`config.mk`:
```
export PLATFORM = sky130hd
export DESIGN_NAME = octa_channel_scanner_flat
export DESIGN_NICKNAME = d
export VERILOG_FILES = /design/src/rtl/octa_scan_pkg.sv /design/src/rtl/octa_channel_scanner_if.sv /design/src/rtl/octa_next_channel.sv /design/src/rtl/octa_channel_scanner.sv /design/src/flat_wrapper.sv
export SDC_FILE = /design/constraint.sdc
export NUM_CORES = 1
export LEC_CHECK = 0
export ABC_AREA = 1
export CAP_MARGIN = 20
export CORE_MARGIN = 5
export CORE_UTILIZATION = 46
export DETAILED_ROUTE_END_ITERATION = 8
export GPL_TIMING_DRIVEN = 0
export MAX_ROUTING_LAYER = met4
export PLACE_DENSITY = 0.73
export SYNTH_ARGS = -nofsm -noshare
export SYNTH_HDL_FRONTEND = slang
export SYNTH_SLANG_ARGS = --single-unit
```
`constraint.sdc`:
```
create_clock -name aclk -period 2.9 [get_ports aclk]
set_input_delay 0.58 -clock aclk [delete_from_list [all_inputs] [get_ports aclk]]
set_output_delay 0.58 -clock aclk [all_outputs]
set_load 0.01 [all_outputs]
```
`src/rtl/octa_scan_pkg.sv`:
```
// octa_scan_pkg: shared constants, scanner state type and lowest-channel helper
package octa_scan_pkg;
  localparam int NUM_CHAN = 8;
  localparam int CHAN_BITS = 3;
  typedef enum logic [1:0] {S_IDLE, S_SKIP, S_DWELL} state_t;
  function automatic logic [CHAN_BITS-1:0] lowest_set(input logic [NUM_CHAN-1:0] m);
    lowest_set = '0;
    for (int i = NUM_CHAN - 1; i >= 0; i--) if (m[i]) lowest_set = CHAN_BITS'(i);
  endfunction
endpackage

```
`src/rtl/octa_channel_scanner_if.sv`:
```
// octa_channel_scanner_if: selector control/data and output AXI-Stream of the scanner
interface octa_channel_scanner_if #(parameter int DATA_WIDTH = 32);
  import octa_scan_pkg::*;
  logic [CHAN_BITS-1:0] sel_cfg;
  logic [DATA_WIDTH-1:0] sel_data;
  logic s_axis_tvalid;
  logic [DATA_WIDTH-1:0] m_axis_tdata;
  logic [CHAN_BITS-1:0] m_axis_tuser;
  logic m_axis_tlast;
  logic m_axis_tvalid;
  logic m_axis_tready;
  modport master(
    output sel_cfg, m_axis_tdata, m_axis_tuser, m_axis_tlast, m_axis_tvalid,
    input sel_data, s_axis_tvalid, m_axis_tready
  );
  modport slave(
    input sel_cfg, m_axis_tdata, m_axis_tuser, m_axis_tlast, m_axis_tvalid,
    output sel_data, s_axis_tvalid, m_axis_tready
  );
endinterface

```
`src/rtl/octa_next_channel.sv`:
```
// octa_next_channel: next enabled channel above the current one, wrap flag and highest enabled channel
module octa_next_channel
  import octa_scan_pkg::*;
(
  input  logic [NUM_CHAN-1:0]  mask_i,
  input  logic [CHAN_BITS-1:0] cur_i,
  output logic [CHAN_BITS-1:0] next_o,
  output logic                 wrap_o,
  output logic [CHAN_BITS-1:0] high_o
);
  // descending scan leaves the lowest qualifying bit; a miss wraps to the lowest set bit
  always_comb begin
    next_o = lowest_set(mask_i);
    wrap_o = 1'b1;
    high_o = '0;
    for (int i = NUM_CHAN - 1; i >= 0; i--) begin
      if (mask_i[i] && i > int'(cur_i)) begin
        next_o = CHAN_BITS'(i);
        wrap_o = 1'b0;
      end
    end
    for (int i = 0; i < NUM_CHAN; i++) if (mask_i[i]) high_o = CHAN_BITS'(i);
  end
endmodule

```
`src/rtl/octa_channel_scanner.sv`:
```
// octa_channel_scanner: round-robin ADC channel sequencer with settle-skip, dwell and tagged AXI-Stream output
module octa_channel_scanner
  import octa_scan_pkg::*;
#(
  parameter int DATA_WIDTH = 32,
  parameter int CNTR_WIDTH = 16,
  parameter int SKIP = 2
) (
  input  logic                  aclk,
  input  logic                  areset,
  input  logic                  cfg_enable,
  input  logic [NUM_CHAN-1:0]   cfg_mask,
  input  logic [CNTR_WIDTH-1:0] cfg_dwell,
  input  logic                  ovf_clear,
  octa_channel_scanner_if.master axis,
  output logic                  overflow,
  output logic                  busy
);
  state_t state_q, state_d;
  logic [CHAN_BITS-1:0] sel_q, sel_d, nxt, high;
  logic [NUM_CHAN-1:0] mask_q, mask_d;
  logic [CNTR_WIDTH-1:0] dwell_q, dwell_d, cnt_q, cnt_d, eff_m1;
  logic [DATA_WIDTH-1:0] tdata_q, tdata_d;
  logic [CHAN_BITS-1:0] tuser_q, tuser_d;
  logic tlast_q, tlast_d, tvalid_q, tvalid_d, ovf_q, ovf_d;
  logic wrap, last, fwd, load, drop;

  octa_next_channel u_next (
    .mask_i(mask_q),
    .cur_i (sel_q),
    .next_o(nxt),
    .wrap_o(wrap),
    .high_o(high)
  );

  assign eff_m1 = (dwell_q == '0) ? '0 : dwell_q - 1'b1;
  assign last = cnt_q == eff_m1;

  // sweep sequencing: latch config on start and wrap, count skip/dwell strobes, pick next channel
  always_comb begin
    state_d = state_q;
    sel_d = sel_q;
    mask_d = mask_q;
    dwell_d = dwell_q;
    cnt_d = cnt_q;
    fwd = 1'b0;
    if (!cfg_enable) state_d = S_IDLE;
    else if (state_q == S_IDLE) begin
      if (cfg_mask != '0) begin
        mask_d = cfg_mask;
        dwell_d = cfg_dwell;
        sel_d = lowest_set(cfg_mask);
        cnt_d = '0;
        state_d = (SKIP > 0 && sel_d != sel_q) ? S_SKIP : S_DWELL;
      end
    end else if (axis.s_axis_tvalid) begin
      cnt_d = cnt_q + 1'b1;
      if (state_q == S_SKIP) begin
        if (cnt_q == CNTR_WIDTH'(SKIP - 1)) begin
          cnt_d = '0;
          state_d = S_DWELL;
        end
      end else begin
        fwd = 1'b1;
        if (last) begin
          cnt_d = '0;
          if (wrap) begin
            mask_d = cfg_mask;
            dwell_d = cfg_dwell;
          end
          sel_d = !wrap ? nxt : (cfg_mask == '0) ? sel_q : lowest_set(cfg_mask);
          state_d = (wrap && cfg_mask == '0) ? S_IDLE :
                    (SKIP > 0 && sel_d != sel_q) ? S_SKIP : S_DWELL;
        end
      end
    end
  end

  assign load = fwd && (!tvalid_q || axis.m_axis_tready);
  assign drop = fwd && tvalid_q && !axis.m_axis_tready;
  assign tvalid_d = load || (tvalid_q && !axis.m_axis_tready);
  assign tdata_d = load ? axis.sel_data : tdata_q;
  assign tuser_d = load ? sel_q : tuser_q;
  assign tlast_d = load ? (last && sel_q == high) : tlast_q;
  assign ovf_d = drop || (ovf_q && !ovf_clear);

  // state, configuration and single output register with asynchronous reset
  always_ff @(posedge aclk or posedge areset) begin
    if (areset) begin
      state_q <= S_IDLE;
      sel_q <= '0;
      mask_q <= '0;
      dwell_q <= '0;
      cnt_q <= '0;
      tdata_q <= '0;
      tuser_q <= '0;
      tlast_q <= 1'b0;
      tvalid_q <= 1'b0;
      ovf_q <= 1'b0;
    end else begin
      state_q <= state_d;
      sel_q <= sel_d;
      mask_q <= mask_d;
      dwell_q <= dwell_d;
      cnt_q <= cnt_d;
      tdata_q <= tdata_d;
      tuser_q <= tuser_d;
      tlast_q <= tlast_d;
      tvalid_q <= tvalid_d;
      ovf_q <= ovf_d;
    end
  end

  assign axis.sel_cfg = sel_q;
  assign axis.m_axis_tdata = tdata_q;
  assign axis.m_axis_tuser = tuser_q;
  assign axis.m_axis_tlast = tlast_q;
  assign axis.m_axis_tvalid = tvalid_q;
  assign overflow = ovf_q;
  assign busy = state_q != S_IDLE;
endmodule

```
`src/flat_wrapper.sv`:
```
// flat-port wrapper written by rule: the top's interface ports become plain ports
module octa_channel_scanner_flat import octa_scan_pkg::*;
#(
  parameter int DATA_WIDTH = 32,
  parameter int CNTR_WIDTH = 16,
  parameter int SKIP = 2
)
  (aclk, areset, cfg_enable, cfg_mask, cfg_dwell, ovf_clear, overflow, busy, axis_sel_cfg, axis_m_axis_tdata, axis_m_axis_tuser, axis_m_axis_tlast, axis_m_axis_tvalid, axis_sel_data, axis_s_axis_tvalid, axis_m_axis_tready);
  octa_channel_scanner_if #(.DATA_WIDTH(DATA_WIDTH)) axis_i ();
  input  logic aclk;
  input  logic areset;
  input  logic cfg_enable;
  input  logic [NUM_CHAN-1:0] cfg_mask;
  input  logic [CNTR_WIDTH-1:0] cfg_dwell;
  input  logic ovf_clear;
  output logic overflow;
  output logic busy;
  output wire logic [$bits(axis_i.sel_cfg)-1:0] axis_sel_cfg;
  output wire logic [$bits(axis_i.m_axis_tdata)-1:0] axis_m_axis_tdata;
  output wire logic [$bits(axis_i.m_axis_tuser)-1:0] axis_m_axis_tuser;
  output wire logic [$bits(axis_i.m_axis_tlast)-1:0] axis_m_axis_tlast;
  output wire logic [$bits(axis_i.m_axis_tvalid)-1:0] axis_m_axis_tvalid;
  input wire logic [$bits(axis_i.sel_data)-1:0] axis_sel_data;
  input wire logic [$bits(axis_i.s_axis_tvalid)-1:0] axis_s_axis_tvalid;
  input wire logic [$bits(axis_i.m_axis_tready)-1:0] axis_m_axis_tready;
  assign axis_sel_cfg = axis_i.sel_cfg;
  assign axis_m_axis_tdata = axis_i.m_axis_tdata;
  assign axis_m_axis_tuser = axis_i.m_axis_tuser;
  assign axis_m_axis_tlast = axis_i.m_axis_tlast;
  assign axis_m_axis_tvalid = axis_i.m_axis_tvalid;
  assign axis_i.sel_data = axis_sel_data;
  assign axis_i.s_axis_tvalid = axis_s_axis_tvalid;
  assign axis_i.m_axis_tready = axis_m_axis_tready;
  octa_channel_scanner #(.DATA_WIDTH(DATA_WIDTH), .CNTR_WIDTH(CNTR_WIDTH), .SKIP(SKIP)) u_core (.aclk(aclk), .areset(areset), .cfg_enable(cfg_enable), .cfg_mask(cfg_mask), .cfg_dwell(cfg_dwell), .ovf_clear(ovf_clear), .axis(axis_i), .overflow(overflow), .busy(busy));
endmodule
```
==> impl_metrics.toml, run 1 <==
[critical_path]
critical_path_class = "flip-flop to output pin"
r2r_cells = 16
start_kind = "flip-flop"
cp-end-kind = "output pin"
critical_path.top_delay_family = "buffers and inverters"
r2r_slack_ns = 0.19
path_buf_inv = 2
critPathArrivalTime_ns = 2.16
cp_slowest_stage_delay_ns = 0.60
worst_ep_required_time_ns = 2.32
rr_endpoint = "u_core.dwell_q[2]"
path_cells = "nor2_1 > clkinv_1 > clkdlybuf4s50_1"
r2r_start = "u_core.dwell_q[0]"
cpMaxStageDelayCell = "clkdlybuf4s50_1"
cp_max_fo = 10

[synthesis]
synth_cell_types = 34
synth_nets = 733
synthCells = 668
syn_area_per_cell_um2 = 7.04
synth_warnings = 0
yosysSeqAreaShare = 0.437
synth-seq-cells = 82
syn_area_mm2 = 0.00470

[pwr]
internal_power_w = 0.00328
p_sw_w = 0.00236
ir_drop_uv = 486
p_leak_nw = 2.95
p_sw_frac = 0.419
p_per_area_mw_per_mm2 = 914
comb_power_share = 0.489
power_frac_seq = 0.344
p_total_w = 0.00564
p_clk_frac = 0.167

[route]
drt_iter0_markers = 220
drt_wl_total_mm = 13.1
drc = 0
via_count = 4747
wl_per_cell_um = 14.2
drt-pass1-iter-count = 5
drtAntennaViolNets = 0
vias_per_cell = 5.14

[cells_and_area]
final_util = 0.609
antennaDiodeCount = 0
multi_input_area_mm2 = 0.00232
finalNonFillerCells = 923
layout_commonest_cell = "nand2_1"
finalInstanceArea_mm2 = 0.00617
final_nets = 848
drive_above_1_share = 0.0521
nFillCells = 973
ff_latch_area_mm2 = 0.00205
layout_common_cells = "nand2_1, clkdlybuf4s50_1, dfrtp_1"
syn_to_final_growth_pct = 31.4

[floorplanning]
rows = 37
start_util = 0.464
core_region_area_mm2 = 0.0101
dieHeight_um = 111
dieArea_mm2 = 0.0123
die_w_um = 111
num_io_pins = 104

[grt]
grt_pass1_wl_mm = 22.2
grt_usage = 0.225
antenna_found_initial = 0
overflow = 0
grt_pass1_vias = 4735
grt_max_degree = 60

[clock_tree]
cts_tree = "done"
cts.sinks = 82
post_cts_buffers = 0
clkTransAtPathRegs_ns = 0.08
clockBufferDepth = 2
h-tree-depth = 3
hold_buffers = 0
cts-root-buf = "clkbuf_8"
ctsResizeCount = 1
clkLatencyLatePin_ns = 0.36
cts_made_buffers = 9

[flow_run]
drv_cap = 0

[min_path]
worstHoldStart = "u_core.axis.m_axis_tdata[2]"
min_to = "u_core.axis.m_axis_tdata[2]"
hold_depth = 2
hp-class = "flip-flop to flip-flop"

[placed_design]
dp_hpwl_mm = 10.2
dp_cells = 908
gp_congestion = 0.954
io_buffer_count = 103
dpl-instance-area_mm2 = 0.00593

[outcome]
status = "completed"

[sta]
setup_viol = 0
slew_headroom = 0.641
fmax_mhz = 366
slew_viol_final = 0
clock_skew_ns = 0.00826
period_needed_ns = 2.74
finalCritPeriodShare = 0.943
setup_tns_ns = 0
worst_pin_slew_ns = 0.532
hold_violations = 0
[per-layer routing]
layer / wire [um] / part of all wire / up-vias / global-route usage
met3: 558 / 0.043 / 23 / 0.0464
met2: 6580 / 0.50 / 107 / 0.381
met1: 5680 / 0.43 / 2244 / 0.267
met5: 0 / 0 / - / -
met4: 275 / 0.021 / 0 / 0.0770
li1: - / - / 2373 / -
[metrics by stage]
step	worst slack, ns	hold WS (ns)
finish	0.165	0.475
global route	-0.0128	0.501
CTS	0.0470	0.479
detailed placement	-0.142	0.457
floorplan	0.212	0.471
global placement	-1.17	0.454
[state kept, by name, summed over array words and instances (netlist names)]
signal                     flops
u_core.axis.m_axis_tlast       1
u_core.dwell_q                16
u_core.overflow                1
u_core.axis.m_axis_tdata      32
u_core.mask_q                  7
u_core.axis.m_axis_tuser       3
u_core.cnt_q                  16
u_core.axis.m_axis_tvalid      1
u_core.state_q                 2
u_core.axis.sel_cfg            3
[power by group through the flow]
stage          sequential, W  clock, W  combinational (W)
6_report             0.00194  0.000942            0.00276
5_1_grt              0.00200   0.00101            0.00311
4_1_cts              0.00194  0.000961            0.00276
3_5_place_dp         0.00195         0            0.00275
3_3_place_gp         0.00194         0            0.00268
2_1_floorplan        0.00199         0            0.00159
[cells in the mapped netlist, drive strengths merged]
master     n  area share
a21boi     1      0.0016
a21oi     27       0.030
a31oi      1      0.0013
buf        6       0.012
clkbuf    11      0.0088
clkinv     1     0.00080
dfrtp     82        0.44
ha         3      0.0080
inv       65       0.052
nand2    244        0.20
nand3     58       0.063
nand3b     2      0.0040
nand4     18       0.024
nor2      77       0.065
nor3       5      0.0053
nor4       1      0.0013
o2111ai    1      0.0019
o211ai     1      0.0016
o21ai     28       0.030
o21bai     1      0.0016
o22ai     16       0.021
o31ai      2      0.0032
o41ai      1      0.0019
or2        1      0.0013
xnor2      1      0.0019
xor2      14       0.026
[cell families after synthesis]
group | synth area share
AO/OA/AOI/OAI | 0.0945
XOR/XNOR | 0.0279
adder cells (fa/ha/maj) | 0.00799
buffers and inverters | 0.0732
flip-flops | 0.437
AND/OR/NAND/NOR | 0.360
[worst max-delay path by stage]
stage | start | end | depth (start not counted)
3_5_place_dp | cfg_mask[0] | u_core.dwell_q[2] | 13
5_1_grt | u_core.dwell_q[0] | u_core.dwell_q[2] | 16
2_1_floorplan | areset | u_core.axis.m_axis_tdata[0] | 1
3_3_place_gp | areset | u_core.dwell_q[0] | 2
4_1_cts | u_core.dwell_q[0] | u_core.cnt_q[2] | 16
6_report | u_core.state_q[1] | busy | 3
[worst min-delay path, stage by stage (launching register included)]
cell	delay, ns
dfrtp_1	0.35
nand2_1	0.05
nand2_1	0.04
[cell type report]
cell class,instances,share of cell area
Inverter,66,0.0405
Timing Repair Buffer,104,0.171
Sequential cell,82,0.332
Buffer,17,0.0164
Multi-Input combinational cell,503,0.376
Tap cell,136,0.0276
Clock buffer,11,0.0229
Clock inverter,4,0.0124
Power figures use the tool's default switching activity.
==> run 2: changes to the inputs <==
Settings changed: PLACE_DENSITY 0.73 to 0.8, SYNTH_HIERARCHICAL set to 1.
==> run 2 against run 1 <==
Maximum frequency up 2.6%. Area after synthesis grew 7.4%. Wire length grew 4.0%. Synthesized cell count is 0.75% higher. Largest power group unchanged. Highest routed layer unchanged.
==> impl_metrics.toml, run 2 <==
[critical_path]
r2r_slack_ns = 0.23
cp-end-kind = "flip-flop"
r2r_cells = 17
start_kind = "flip-flop"
critPathMostFrequentCell = "nand2_1"
critical_path.top_delay_family = "simple AND/OR/NAND/NOR gates"
critical_path_cell_count = 17
critical_path_class = "flip-flop to flip-flop"
cp_max_fo = 10
rr_endpoint = "u_core/state_q[0]"
critPathArrivalTime_ns = 2.96
worstSetupStartpoint = "u_core/axis.sel_cfg[2]"
cp_slowest_stage_delay_ns = 0.62
path_cells = "inv_2 > o211ai_2 > nand2_1 > inv_1 > nand3_1 > nor2_1 > inv_1 > nor2_1 > o21ai_0 > nand2_1 > xor2_1 > a21oi_1 > nand2_1 > nand2_1 > a21oi_1 > nand4_1 > nand2_1"
cpMaxStageDelayCell = "dfrtp_1"
worst_ep_required_time_ns = 3.19
path_buf_inv = 3
r2r_start = "u_core/axis.sel_cfg[2]"

[route]
drt_wl_total_mm = 13.6
drt-pass1-iter-count = 5
vias_per_cell = 5.37
drt_iter0_markers = 403
drtAntennaViolNets = 0
wl_per_cell_um = 14.6
via_count = 5012
drc = 0

[synthesis]
syn_area_mm2 = 0.00505
synth_nets = 738
synth_cell_types = 36
synthCells = 673
synth_area_leaders = "dfrtp_1, nand2_1, mux2_2"
synth_top_area_frac = 0.411
yosysTopAreaCell = "dfrtp_1"
synth_edf_count = 0
synth_warnings = 6
post-synth-top-count-cell = "nand2_1"
synth-seq-cells = 83
synth.top_cells.by_count = "nand2_1, dfrtp_1, inv_1"
async_reset_ff_frac = 1.00
yosysSeqAreaShare = 0.411
syn_area_per_cell_um2 = 7.50
synthFlopType = "dfrtp_1"

[clock_tree]
cts_tree = "done"
h-tree-depth = 3
cts.sinks = 83
clkTransAtPathRegs_ns = 0.09
post_cts_buffers = 0
ctsResizeCount = 0
clockBufferDepth = 2
cts_made_buffers = 9
cts-root-buf = "clkbuf_8"
clkLatencyLatePin_ns = 0.36
hold_buffers = 0

[floorplanning]
dieHeight_um = 115
start_util = 0.468
rows = 38
num_io_pins = 104
dieArea_mm2 = 0.0132
die_w_um = 115
core_region_area_mm2 = 0.0108

[sta]
period_needed_ns = 2.67
hold_violations = 0
worst_pin_slew_ns = 0.532
finalCritPeriodShare = 0.919
slew_headroom = 0.645
rsz0062_at_grt = "false"
setup_ws_ns = 0.234
setup_viol = 0
clock_skew_ns = 0.00949
fmax_mhz = 375
slew_viol_final = 0

[grt]
grt_max_degree = 73
gr-usage-met1 = 0.274
met2_usage = 0.361
antenna_found_initial = 0
grt_pass1_wl_mm = 23.1
grt_usage = 0.222
top_usage_layer = "met2"
grt_pass1_vias = 5094
grtUsageMet3 = 0.0584
overflow = 0

[cells_and_area]
antennaDiodeCount = 0
final_util = 0.602
ff_latch_area_mm2 = 0.00208
largest_reg_flops = 32
nFillCells = 957
multi_input_area_mm2 = 0.00256
layout_commonest_cell = "nand2_1"
final_nets = 853
layout_common_cells = "nand2_1, clkdlybuf4s50_1, dfrtp_1"
drive_above_1_share = 0.105
syn_to_final_growth_pct = 28.8

[pwr]
ir_drop_uv = 513
p_per_area_mw_per_mm2 = 978
p_leak_nw = 3.15
p_total_w = 0.00636

[placed_design]
pre_cts_ws_ns = -0.0494
io_buffer_count = 103
dp_hpwl_mm = 10.5
gp_congestion = 0.934

[min_path]
hp-class = "input pin to asynchronous set/reset pin"

[flow_run]
drv_cap = 0

[outcome]
status = "completed"
==> run 2: cell count changes after synthesis, moves of 3 or more <==
cell,before,now
o22ai_1,16,1
nand4_1,18,48
a21oi_1,25,7
mux2_2,0,32
inv_2,0,5
inv_1,65,75
nor2_1,72,49
nor4_1,1,5
nand2_1,242,212
nand3_1,57,61
o21ai_0,25,19
nand2_2,2,5
o21bai_1,1,4
==> run 2: area by class of cell <==
| cell class | count | share of cell area |
|---|---|---|
| buffer | 19 | 0.0183 |
| clock buffer | 10 | 0.0212 |
| clock inverter | 6 | 0.0108 |
| inverter | 81 | 0.0472 |
| multi-input combinational | 490 | 0.393 |
| sequential | 83 | 0.319 |
| tap | 140 | 0.0269 |
| timing repair buffer | 104 | 0.163 |
==> run 2: how the worst max path moves through the flow <==
| stage | to | slack, ns |
|---|---|---|
| 2_1_floorplan | u_core/axis.m_axis_tdata[0] | 0.18 |
| 3_3_place_gp | u_core/dwell_q[12] | -1.05 |
| 3_5_place_dp | u_core/cnt_q[15] | -0.05 |
| 4_1_cts | u_core/dwell_q[7] | 0.09 |
| 5_1_grt | u_core/mask_q[4] | 0.0006 |
| 6_report | u_core/state_q[0] | 0.23 |
==> run 2: metal layers <==
metal  wire length, um  part of all wire
met5                 0                 0
met3              1050             0.077
met2              6450              0.47
met1              5920              0.44
met4               200             0.015
==> run 2: cell families (layout without fill, tap and decap cells) <==
group | after synthesis | after routing | synth area share
muxes | 32 | 32 | 0.0714
DFF | 83 | 83 | 0.411
and+or+nand+nor | 397 | 397 | 0.350
adders and majority gates | 3 | 3 | 0.00744
buffers and inverters | 100 | 220 | 0.0838
xor gates and xnor gates | 17 | 17 | 0.0295
AOI/OAI and AO/OA | 41 | 41 | 0.0468
==> run 2: power by group <==
group | switching (W) | internal (W)
Clock | 0.000457 | 0.000431
Combinational | 0.00189 | 0.00152
Sequential | 0.000459 | 0.00161
==> run 2: stage by stage <==
step           instances  hold slack [ns]  TNS (ns)  instance area (um2)
3_5_place_dp         917            0.468    -0.414                 6280
4_1_cts              933            0.463         0                 6490
5_1_grt              933            0.473         0                 6500
2_1_floorplan        673            0.442         0                 5050
3_3_place_gp         916            0.464    -86.85                 6250
6_report             933            0.482         0                 6500
==> run 2: worst reg2reg max path: cells and delay by family, from the launching register on <==
kind | cells | cell delay [ns]
AOI/OAI and AO/OA | 4 | 0.50
buffers and inverters | 3 | 0.33
and+or+nand+nor | 9 | 0.97
DFF | 1 | 0.62
xor gates and xnor gates | 1 | 0.18
==> RTL edit, RTL diff (flow settings as in run 2) <==
`tdata_q` no longer has a reset.
--- a/src/rtl/octa_channel_scanner.sv
+++ b/src/rtl/octa_channel_scanner.sv
@@ -92,7 +92,6 @@
       mask_q <= '0;
       dwell_q <= '0;
       cnt_q <= '0;
-      tdata_q <= '0;
       tuser_q <= '0;
       tlast_q <= 1'b0;
       tvalid_q <= 1'b0;
@@ -103,12 +102,15 @@
       mask_q <= mask_d;
       dwell_q <= dwell_d;
       cnt_q <= cnt_d;
-      tdata_q <= tdata_d;
       tuser_q <= tuser_d;
       tlast_q <= tlast_d;
       tvalid_q <= tvalid_d;
       ovf_q <= ovf_d;
     end
+  end
+
+  always_ff @(posedge aclk) begin
+    tdata_q <= tdata_d;
   end
 
   assign axis.sel_cfg = sel_q;
Check against the original RTL: differs if areset is asserted again (counterexample within 4 cycles, from zero or initial values and one cycle with areset high); with areset held inactive, the same outputs for 4 cycles.
==> RTL edit against run 2 <==
Clock skew increased by 0.0060 ns. Largest power group unchanged. Largest cell class unchanged. Highest routed layer unchanged. Hold slack worse by 0.040 ns. Sequential cell count unchanged. Setup slack improved by 0.056 ns. Design area fell by 1.9%. Power shrank 17%. Area after synthesis is 2.2% lower. Routed wire length shrank 3.3%.
==> RTL edit: results <==
{
  "status": "finished clean",
  "postPlaceCellArea_mm2": 0.006168,
  "wl_mm": 13.18,
  "p_leak_nw": 2.948,
  "grt_util_met3": 0.03767,
  "critPathMaxStageDelay_ns": 0.55,
  "pwr-share-seq": 0.337,
  "critPathCapture": "u_core/dwell_q[15]$_DFFE_PP0P_",
  "crit_path_start": "cfg_mask[0]",
  "synthTopCellsByCount": "nand2_1, inv_1, nor2_1",
  "pre_cts_slack_ns": -0.07846,
  "synth_area_per_cell_um2": 7.743,
  "vias": 4697,
  "cp_slowest_cell": "clkdlybuf4s50_1",
  "worst_pin_slew_ns": 0.9832,
  "met2_length_mm": 6.624,
  "drive_above_1_share": 0.09367,
  "async_flop_share": 0.6145,
  "cp.arrival_ns": 2.91,
  "pwr-share-clk": 0.161,
  "rrSetupSlack_ns": 0.31,
  "fill_cells": 902,
  "worst_ir_drop_vdd_mv": 0.5663,
  "via_per_inst": 5.254,
  "critical_path_class": "in -> reg",
  "place_hpwl_mm": 10.12,
  "synth_nets": 703
}
## RTL edit: cell count changes in the layout (fill, tap and decap cells not counted), sizes merged, moves of 9 or more
| cell | change |
|---|---|
| dfrtp | -32 |
| edfxtp | +32 |
| nand3b | +12 |
| nand2 | +10 |
| mux2 | -32 |
| nand3 | -9 |
## RTL edit: kinds of logic (layout without fill, tap and decap cells)
family	count (synthesis)	after routing	synth area share
and+or+nand+nor	407	407	0.3863
AOI/OAI and AO/OA	39	39	0.04661
xor gates and xnor gates	15	15	0.02660
DFF	83	83	0.4529
adders and majority gates	3	3	0.007600
buffers and inverters	91	211	0.08004
## RTL edit: area by class of cell
cell class                      count  area (um2)  area share
Multi-Input combinational cell    464        2318      0.3636
Clock buffer                        9       123.9     0.01943
Clock inverter                      7       76.32     0.01197
Tap cell                          136       170.2     0.02669
Inverter                           75       281.5     0.04415
Buffer                             16       113.9     0.01786
Timing Repair Buffer              104        1051      0.1648
Sequential cell                    83        2241      0.3515
